[src/rtl/seg_scan_display.sv]
// seg_scan_display
//   Display back end for the 8-bit up/down counter. It converts the counter
//   value to three BCD digits with a sequential double-dabble engine. The
//   result drives a 4-digit multiplexed common-anode seven-segment display.
//   Digits 0..2 show the value in decimal, with leading zeros blanked.
//   Digit 3 shows 'U' (counting up) or 'd' (counting down).
//
// Parameters
//   SCAN_DIV : clk cycles each digit stays lit (minimum 2)
//
// Ports
//   clk   in   system clock
//   clr   in   asynchronous, active-high reset
//   value in   [7:0] binary value to display (counter q)
//   mode  in   direction flag: 0 = up, 1 = down (used live by the scanner)
//   seg   out  [6:0] segment drive {g,f,e,d,c,b,a}, active-low, registered
//   an    out  [3:0] digit enable, one-hot active-low, registered;
//              bit 0 = ones digit, bit 3 = mode letter
//   busy  out  high while a conversion is in SHIFT or UPDATE
module seg_scan_display #(
    parameter int SCAN_DIV = 50000
) (
    input  logic       clk,
    input  logic       clr,
    input  logic [7:0] value,
    input  logic       mode,
    output logic [6:0] seg,
    output logic [3:0] an,
    output logic       busy
);

    typedef enum logic [1:0] {IDLE, SHIFT, UPDATE} state_t;

    localparam logic [15:0] DIV_LAST  = 16'(SCAN_DIV - 1);
    localparam logic [6:0]  SEG_BLANK = 7'b1111111;
    localparam logic [6:0]  SEG_U     = 7'b1000001;
    localparam logic [6:0]  SEG_D     = 7'b0100001;

    state_t      state;
    logic [19:0] work;
    logic [2:0]  it;
    logic [3:0]  ones, tens, hund;
    logic [19:0] adj;
    logic [15:0] prescaler;
    logic [1:0]  idx;
    logic [6:0]  digit_code;

    function automatic logic [3:0] add3(input logic [3:0] n);
        return (n >= 4'd5) ? n + 4'd3 : n;
    endfunction

    function automatic logic [6:0] seg_code(input logic [3:0] d);
        case (d)
            4'd0:    return 7'b1000000;
            4'd1:    return 7'b1111001;
            4'd2:    return 7'b0100100;
            4'd3:    return 7'b0110000;
            4'd4:    return 7'b0011001;
            4'd5:    return 7'b0010010;
            4'd6:    return 7'b0000010;
            4'd7:    return 7'b1111000;
            4'd8:    return 7'b0000000;
            4'd9:    return 7'b0010000;
            default: return SEG_BLANK;
        endcase
    endfunction

    // Double-dabble correction: each BCD nibble that is 5 or more gets +3
    // before the shift, so it carries correctly into the next decade.
    assign adj = {add3(work[19:16]), add3(work[15:12]), add3(work[11:8]), work[7:0]};

    // Converter FSM. busy is registered from the next state, so it is high
    // for the SHIFT x8 + UPDATE cycles that follow each IDLE capture.
    // NOTE: sequential state uses non-blocking (<=) so every register samples
    // the pre-edge values of the others, independent of statement order.
    always_ff @(posedge clk or posedge clr) begin
        if (clr) begin
            state <= IDLE;
            work  <= '0;
            it    <= '0;
            ones  <= '0;
            tens  <= '0;
            hund  <= '0;
            busy  <= 1'b0;
        end else begin
            case (state)
                IDLE: begin
                    work  <= {12'b0, value};
                    it    <= '0;
                    state <= SHIFT;
                    busy  <= 1'b1;
                end
                SHIFT: begin
                    work <= adj << 1;
                    it   <= it + 3'd1;
                    busy <= 1'b1;
                    if (it == 3'd7) state <= UPDATE;
                end
                UPDATE: begin
                    ones  <= work[11:8];
                    tens  <= work[15:12];
                    hund  <= work[19:16];
                    state <= IDLE;
                    busy  <= 1'b0;
                end
                default: begin
                    state <= IDLE;
                    busy  <= 1'b0;
                end
            endcase
        end
    end

    // Scanner: the prescaler sets how long each digit stays lit.
    always_ff @(posedge clk or posedge clr) begin
        if (clr) begin
            prescaler <= '0;
            idx       <= '0;
        end else if (prescaler == DIV_LAST) begin
            prescaler <= '0;
            idx       <= idx + 2'd1;
        end else begin
            prescaler <= prescaler + 16'd1;
        end
    end

    // Digit content for the selected position, with leading zeros blanked.
    // NOTE: every always_comb output gets a default first, so no path can
    // leave it unassigned and infer a latch.
    always_comb begin
        digit_code = SEG_BLANK;
        case (idx)
            2'd0: digit_code = seg_code(ones);
            2'd1: if (!(hund == 4'd0 && tens == 4'd0)) digit_code = seg_code(tens);
            2'd2: if (hund != 4'd0) digit_code = seg_code(hund);
            2'd3: digit_code = mode ? SEG_D : SEG_U;
            default: digit_code = SEG_BLANK;
        endcase
    end

    // Output registers: these lag idx and the digit registers by one cycle.
    always_ff @(posedge clk or posedge clr) begin
        if (clr) begin
            an  <= 4'b1111;
            seg <= SEG_BLANK;
        end else begin
            an  <= ~(4'b0001 << idx);
            seg <= digit_code;
        end
    end

endmodule

[config.mk]
export PLATFORM = sky130hd
export DESIGN_NAME = seg_scan_display
export DESIGN_NICKNAME = d
export VERILOG_FILES = /design/src/rtl/seg_scan_display.sv
export SDC_FILE = /design/constraint.sdc
export NUM_CORES = 1
export LEC_CHECK = 0
export ABC_AREA = 1
export CAP_MARGIN = 20
export CORE_ASPECT_RATIO = 0.75
export CORE_UTILIZATION = 62
export DETAILED_ROUTE_END_ITERATION = 10
export MAX_ROUTING_LAYER = met4
export PLACE_DENSITY = 0.83
export SLEW_MARGIN = 20
export SYNTH_ARGS = -nofsm -noshare
export SYNTH_HDL_FRONTEND = slang
export SYNTH_SLANG_ARGS = --single-unit
[constraint.sdc]
create_clock -name clk -period 3.03 [get_ports clk]
set_input_delay 0.606 -clock clk [delete_from_list [all_inputs] [get_ports clk]]
set_output_delay 0.606 -clock clk [all_outputs]
set_load 0.01 [all_outputs]
==> impl_metrics.toml <==
[worst_setup_path]
reg2reg_from = "state[1]$_DFFE_PP0P_"
crit_arrival_ps = 1390
cp.depth = 1
crit_type = "reg2out"
max_stage_delay_ps = 540
rrSetupSlack_ps = 1110
cp.required_ps = 2420
crit_start = "seg[5]$_DFF_PP1_"
critPathTopFamily = "buffers and inverters"
path_max_fanout = 1
cp-start-kind = "register"
slowest_stage = "clkdlybuf4s50_1"
cp_cell_sequence = "clkdlybuf4s50_1"
crit_end = "seg[5]"
regToRegEndpoint = "ones[1]$_DFFE_PP0N_"
crit_buf_inv = 1
worst_r2r_path_depth = 4
critPathCaptureType = "output port"

[drt]
viasPerCell = 5.23
wl_um = 7160
route.detailed.drc = 0
ant_nets = 0
drtPass1Iterations = 5
via_count = 3009
drt_iter0_drc = 132
wire_per_inst_um = 12.4

[finish]
final_core_utilization = 0.728
drive_above_1_share = 0.119
nets = 532
n_antenna_cell = 0
syn_to_final_growth_pct = 12.0

[clock_network]
cts_made_buffers = 9
cts.reportedPaths.clkPinSlew_ps = 70
ctsResizeCount = 0
cts_tree = "built"
htree_levels = 3
root_buffer = "clkbuf_8"
cts.sink_count = 67
clk_path_buf_depth = 2
cts_setup_buffers = 0
cts_hold_buf = 0
clk_latency_ps = 340

[hold_path]
hold_path.class = "reg2reg"

[floorplanning]
io_pins = 23
rows = 24
fp.dieW_um = 92.5
core_um2 = 5860
die_area_um2 = 6460
start_util = 0.650
die-height_um = 69.9

[grt]
grt_pass1_wl_um = 12700
first_global_vias = 2860
antenna_found_initial = 0
grt_max_degree = 39
track_usage = 0.258
global_route.overflow_total = 0

[synth]
syn_nets = 506
ys_seq_elements = 67
synth_area_per_cell_um2 = 8.17
synth_top_area_frac = 0.368
synth_common_cells = "106 x nand2_1, 61 x nor2_1, 56 x dfrtp_1"
ys_types = 33
synth_area_leaders = "dfrtp_1 37%, nand2_1 10%, ha_1 9.5%"
ys_warn_count = 0
yosysSeqAreaShare = 0.444
synth_edf_count = 0
async_reset_ff_frac = 1.00
synth_flop_cell = "dfrtp_1"
netlist_area_um2 = 3810
yosys.area.top_type = "dfrtp_1"
synth.most_common_cell = "nand2_1"
synthCells = 466

[sta]
worst_slew_pin_slew_ps = 938
fmax_mhz = 502
setup-tns-final_ps = 0
drv_slew = 0
finalSetupViolCount = 0
fin_crit_ps = 1990
finalHoldViolations = 0
finClkSkew_ps = 14.9
rsz0062_at_grt = "false"
fin_crit_sh = 0.658
relSlewSlack = 0.375

[power]
p_leak_nw = 2.05
power_density_nw_per_um2 = 660
ir_drop_mv = 0.433
power_mw = 2.81

[placement]
dpl.hpwl_um = 5280
place_congestion = 0.884
portBuffers = 22

[flow_run]
max_cap_violations = 0

[outcome]
outcome = "complete, no violations"
## routing by layer
| metal | up-vias | routed length [um] | GRT usage |
|---|---|---|---|
| met2 | 61 | 3240 | 0.389 |
| met3 | 13 | 255 | 0.0577 |
| met1 | 1392 | 3540 | 0.341 |
| li1 | 1543 | - | - |
| met4 | 0 | 121 | 0.0990 |
| met5 | - | 0 | - |
## logic make-up after synthesis
group	after synthesis	share of synthesized area
buffers and inverters	70	0.0756
AO/OA/AOI/OAI	73	0.117
AND/OR/NAND/NOR	218	0.247
flip-flops	67	0.444
adder cells (fa/ha/maj)	29	0.0953
XOR/XNOR	9	0.0207
## final cells by class
class                   count  area, um2
clock buffers              13        149
clock inverters             3       23.8
fillers                   451       1590
inverters                  62        233
multi-input cells         329       1830
flip-flops and latches     67       1690
well taps                  78       97.6
repair buffers             23        240
## per-stage QoR
| step | hold slack (ps) | std cells | cell area, um2 | setup slack [ps] |
|---|---|---|---|---|
| after floorplan | 449 | 466 | 3810 | 759 |
| after global placement | 463 | 559 | 4090 | 1220 |
| after global routing | 501 | 575 | 4260 | 926 |
| final | 482 | 575 | 4260 | 1040 |
| after CTS | 482 | 575 | 4260 | 1000 |
| after detailed placement | 465 | 559 | 4090 | 1120 |
## where the power goes
group          total [mW]  switching, mW  internal (mW)
Sequential           1.23          0.148           1.08
Combinational       0.936          0.548          0.388
Clock               0.648          0.326          0.322
## how the worst min path moves through the flow
stage,from,cells after the start,slack [ps],to
after global routing,work[2]$_DFFE_PP0P_,2,500,work[3]$_DFFE_PP0P_
after CTS,work[2]$_DFFE_PP0P_,2,480,work[3]$_DFFE_PP0P_
after detailed placement,work[2]$_DFFE_PP0P_,2,460,work[3]$_DFFE_PP0P_
after floorplan,work[6]$_DFFE_PP0P_,2,450,work[7]$_DFFE_PP0P_
final,work[2]$_DFFE_PP0P_,2,480,work[3]$_DFFE_PP0P_
after global placement,work[3]$_DFFE_PP0P_,2,460,work[4]$_DFFE_PP0P_
## layout by cell type, fill, tap and decap left out
| cell type | synthesis | routed |
|---|---|---|
| nor2_1 | 61 | 61 |
| ha_1 | 29 | 29 |
| nand4_1 | 3 | 3 |
| clkbuf_1 | 3 | 3 |
| inv_2 | 9 | 10 |
| a21oi_1 | 14 | 14 |
| or2_1 | 1 | 1 |
| nor3b_1 | 1 | 1 |
| o211ai_1 | 5 | 5 |
| clkbuf_8 | 0 | 10 |
| nand3_2 | 1 | 1 |
| o21ai_1 | 6 | 6 |
| clkdlybuf4s50_1 | 0 | 22 |
| buf_12 | 0 | 1 |
| dfstp_2 | 11 | 11 |
| xor2_1 | 9 | 9 |
| nor3_2 | 3 | 3 |
| o22ai_1 | 4 | 4 |
| a22oi_1 | 1 | 1 |
| o21ai_0 | 26 | 26 |
| a22o_1 | 2 | 2 |
| clkinvlp_4 | 0 | 2 |
| nand2_2 | 2 | 2 |
| a31oi_1 | 1 | 1 |
| clkinv_4 | 0 | 1 |
| nor3_1 | 4 | 4 |
| nand3_1 | 30 | 30 |
| inv_1 | 53 | 52 |
| dfrtp_1 | 56 | 56 |
| nand3_4 | 1 | 1 |
| o21bai_1 | 1 | 1 |
| nor2_4 | 2 | 2 |
| nor2b_1 | 1 | 1 |
| nor2_2 | 2 | 2 |
| o21ai_2 | 13 | 13 |
| nand2_1 | 106 | 106 |
## sequential cells by signal, summed over array words and instances (netlist names)
name / count
an: 4
seg: 7
work: 20
prescaler: 16
hund: 4
state: 2
tens: 4
idx: 2
busy: 1
ones: 4
it: 3
Note: power is estimated with default switching activity, not from simulation.
==> edit, RTL diff (config.mk and constraints unchanged) <==
Put one more register stage on the output `an`, cleared by the reset. The value now appears one clock later. The other outputs are not delayed to match. Comments in the files are not updated.
--- a/src/rtl/seg_scan_display.sv
+++ b/src/rtl/seg_scan_display.sv
@@ -35,6 +35,8 @@
     localparam logic [6:0]  SEG_BLANK = 7'b1111111;
     localparam logic [6:0]  SEG_U     = 7'b1000001;
     localparam logic [6:0]  SEG_D     = 7'b0100001;
+
+    logic [3:0] an_s0;
 
     state_t      state;
     logic [19:0] work;
@@ -141,11 +143,19 @@
     // Output registers: these lag idx and the digit registers by one cycle.
     always_ff @(posedge clk or posedge clr) begin
         if (clr) begin
-            an  <= 4'b1111;
+            an_s0 <= 4'b1111;
             seg <= SEG_BLANK;
         end else begin
-            an  <= ~(4'b0001 << idx);
+            an_s0 <= ~(4'b0001 << idx);
             seg <= digit_code;
+        end
+    end
+
+    always_ff @(posedge clk or posedge clr) begin
+        if (clr) begin
+            an <= '0;
+        end else begin
+            an <= an_s0;
         end
     end
 
Check against the original RTL: not equivalent (a bounded check fails within 4 cycles, from zero or initial values).
==> edit against the unedited design <==
- sequential cell count rose by 4
- count of clock-buffer cells in the layout fell by 3
- area after synthesis rose by 2.0%
- wire length rose by 1.3%
- maximum frequency rose by 0.28%
- largest cell class is now registers
- setup slack improved by 0.0055 ns
- design area rose by 2.8%
- highest routed layer unchanged
- first-iteration DRC count rose by 96%
- power rose by 3.8%
==> edit: results (changes against the unedited design) <==
Parameter                              Value

Run status
  Result of the run ... completed

Layout
  Multi-input logic area ... 1790 µm² (-2.1%)
  Portion of the layout cell area used by non-clock buffers ... 5.481% (-0.16 points)
  Filler instances ... 438 (-2.9%)
  Final-layout clock buffer total ... 10 (-3)
  Filler-free cell count of the finished design ... 593 (+3.1%)
  Final net count ... 550 (+3.4%)
  Area Growth Syn to Fin ... 12.85%
  Core occupancy in the finished layout ... 74.09% (+1.3 points)
  Multi-input gate count ... 334 (+1.5%)
  Number of ordinary inverters in the final layout ... 71 (+15%)

Pwr
  Power Combinational ... 915 µW (-2.2%)
  Largest voltage drop on the vdd net ... 390.4 µV (-9.7%)
  Leakage component of the power ... 0.002162 µW (+5.3%)
  Total power divided by cell area ... 665.9 nW/µm² (+0.95%)
  Power after layout ... 2919 µW (+3.8%)
  Sw frac ... 34.91% (-1.4 points)
  Share of total power in the clock network ... 25.4% (+2.4 points)

Drt
  Routed met3 length ... 337 µm (+32%)
  Count of routing violations after the opening detailed-route iteration ... 259 (+96%)
  Met2 WL post-DR ... 3.280 mm (+1.2%)
  Total vias in the final route ... 3,092 (+2.8%)

Placed design
  Post-place setup slack ... 1.399 ns (+0.2764 ns)
  Post-DP HPWL ... 5.433 mm (+2.8%)
  Global placer's final weighted congestion ... 0.9111 (+3.1%)
  Placed Cells incl. Taps ... 577 (+3.2%)
  Instance area at placement ... 4185 µm² (+2.4%)

Synth
  Synthesized-area fraction occupied by xor and xnor cells ... 2.030% (-0.041 points)
  Synthesized-area fraction occupied by adder cells ... 9.343% (-0.19 points)
  Proportion of synthesized chip area in sequential cells ... 46.10% (+1.7 points)
  Compound-Gate Fraction of Synth Area ... 9.665% (-2.0 points)
  Net count after synthesis ... 523 (+3.4%)
  Top cell types by occurrence after synthesis ... sky130_fd_sc_hd__nand2_1 (113), sky130_fd_sc_hd__inv_1 (66), sky130_fd_sc_hd__nor2_1 (64)
  Post-synthesis instance total ... 483 (+3.6%)
  Cell types with the largest area share after synthesis ... sky130_fd_sc_hd__dfrtp_1 (39%), sky130_fd_sc_hd__nand2_1 (11%), sky130_fd_sc_hd__ha_1 (9.3%)

Setup path
  Critical-path top delay cell ... sky130_fd_sc_hd__dfstp_2
  Crit path max-delay family ... flip-flops
  Worst stage delay on the critical path ... 0.52 ns (-0.02 ns)

GRT
  First-pass GRT wire length ... 12.45 mm (-1.8%)

STA
  Tightest slew margin relative to the limit ... 57.92% (+20 points)
==> edit: path summary, 6_finish.rpt <==
kind	start	end	slack (ns)	depth (start not counted)
max in group asynchronous	clr	an_s0[1]	2.02	3
hold / removal	an_s0[1]	an[1]	0.39	0
min in group asynchronous	clr	work[9]	0.68	3
setup / recovery	seg[4]	seg[4]	1.04	1
setup reg to reg	state[1]	work[14]	1.40	5
hold reg to reg	an_s0[1]	an[1]	0.39	0
==> edit: per-layer routing <==
layer	vias up	GRT usage (%)
li1	1585	-
met2	76	36.93
met4	0	8.889
met5	-	-
met1	1420	34.94
met3	11	5.914
==> edit: cells by family (layout without fill, tap and decap cells) <==
| family | Yosys count | in the layout |
|---|---|---|
| simple gates | 229 | 229 |
| buf+inv | 78 | 110 |
| flops | 71 | 71 |
| fa+ha+maj | 29 | 29 |
| xor+xnor | 9 | 9 |
| compound gates | 67 | 67 |
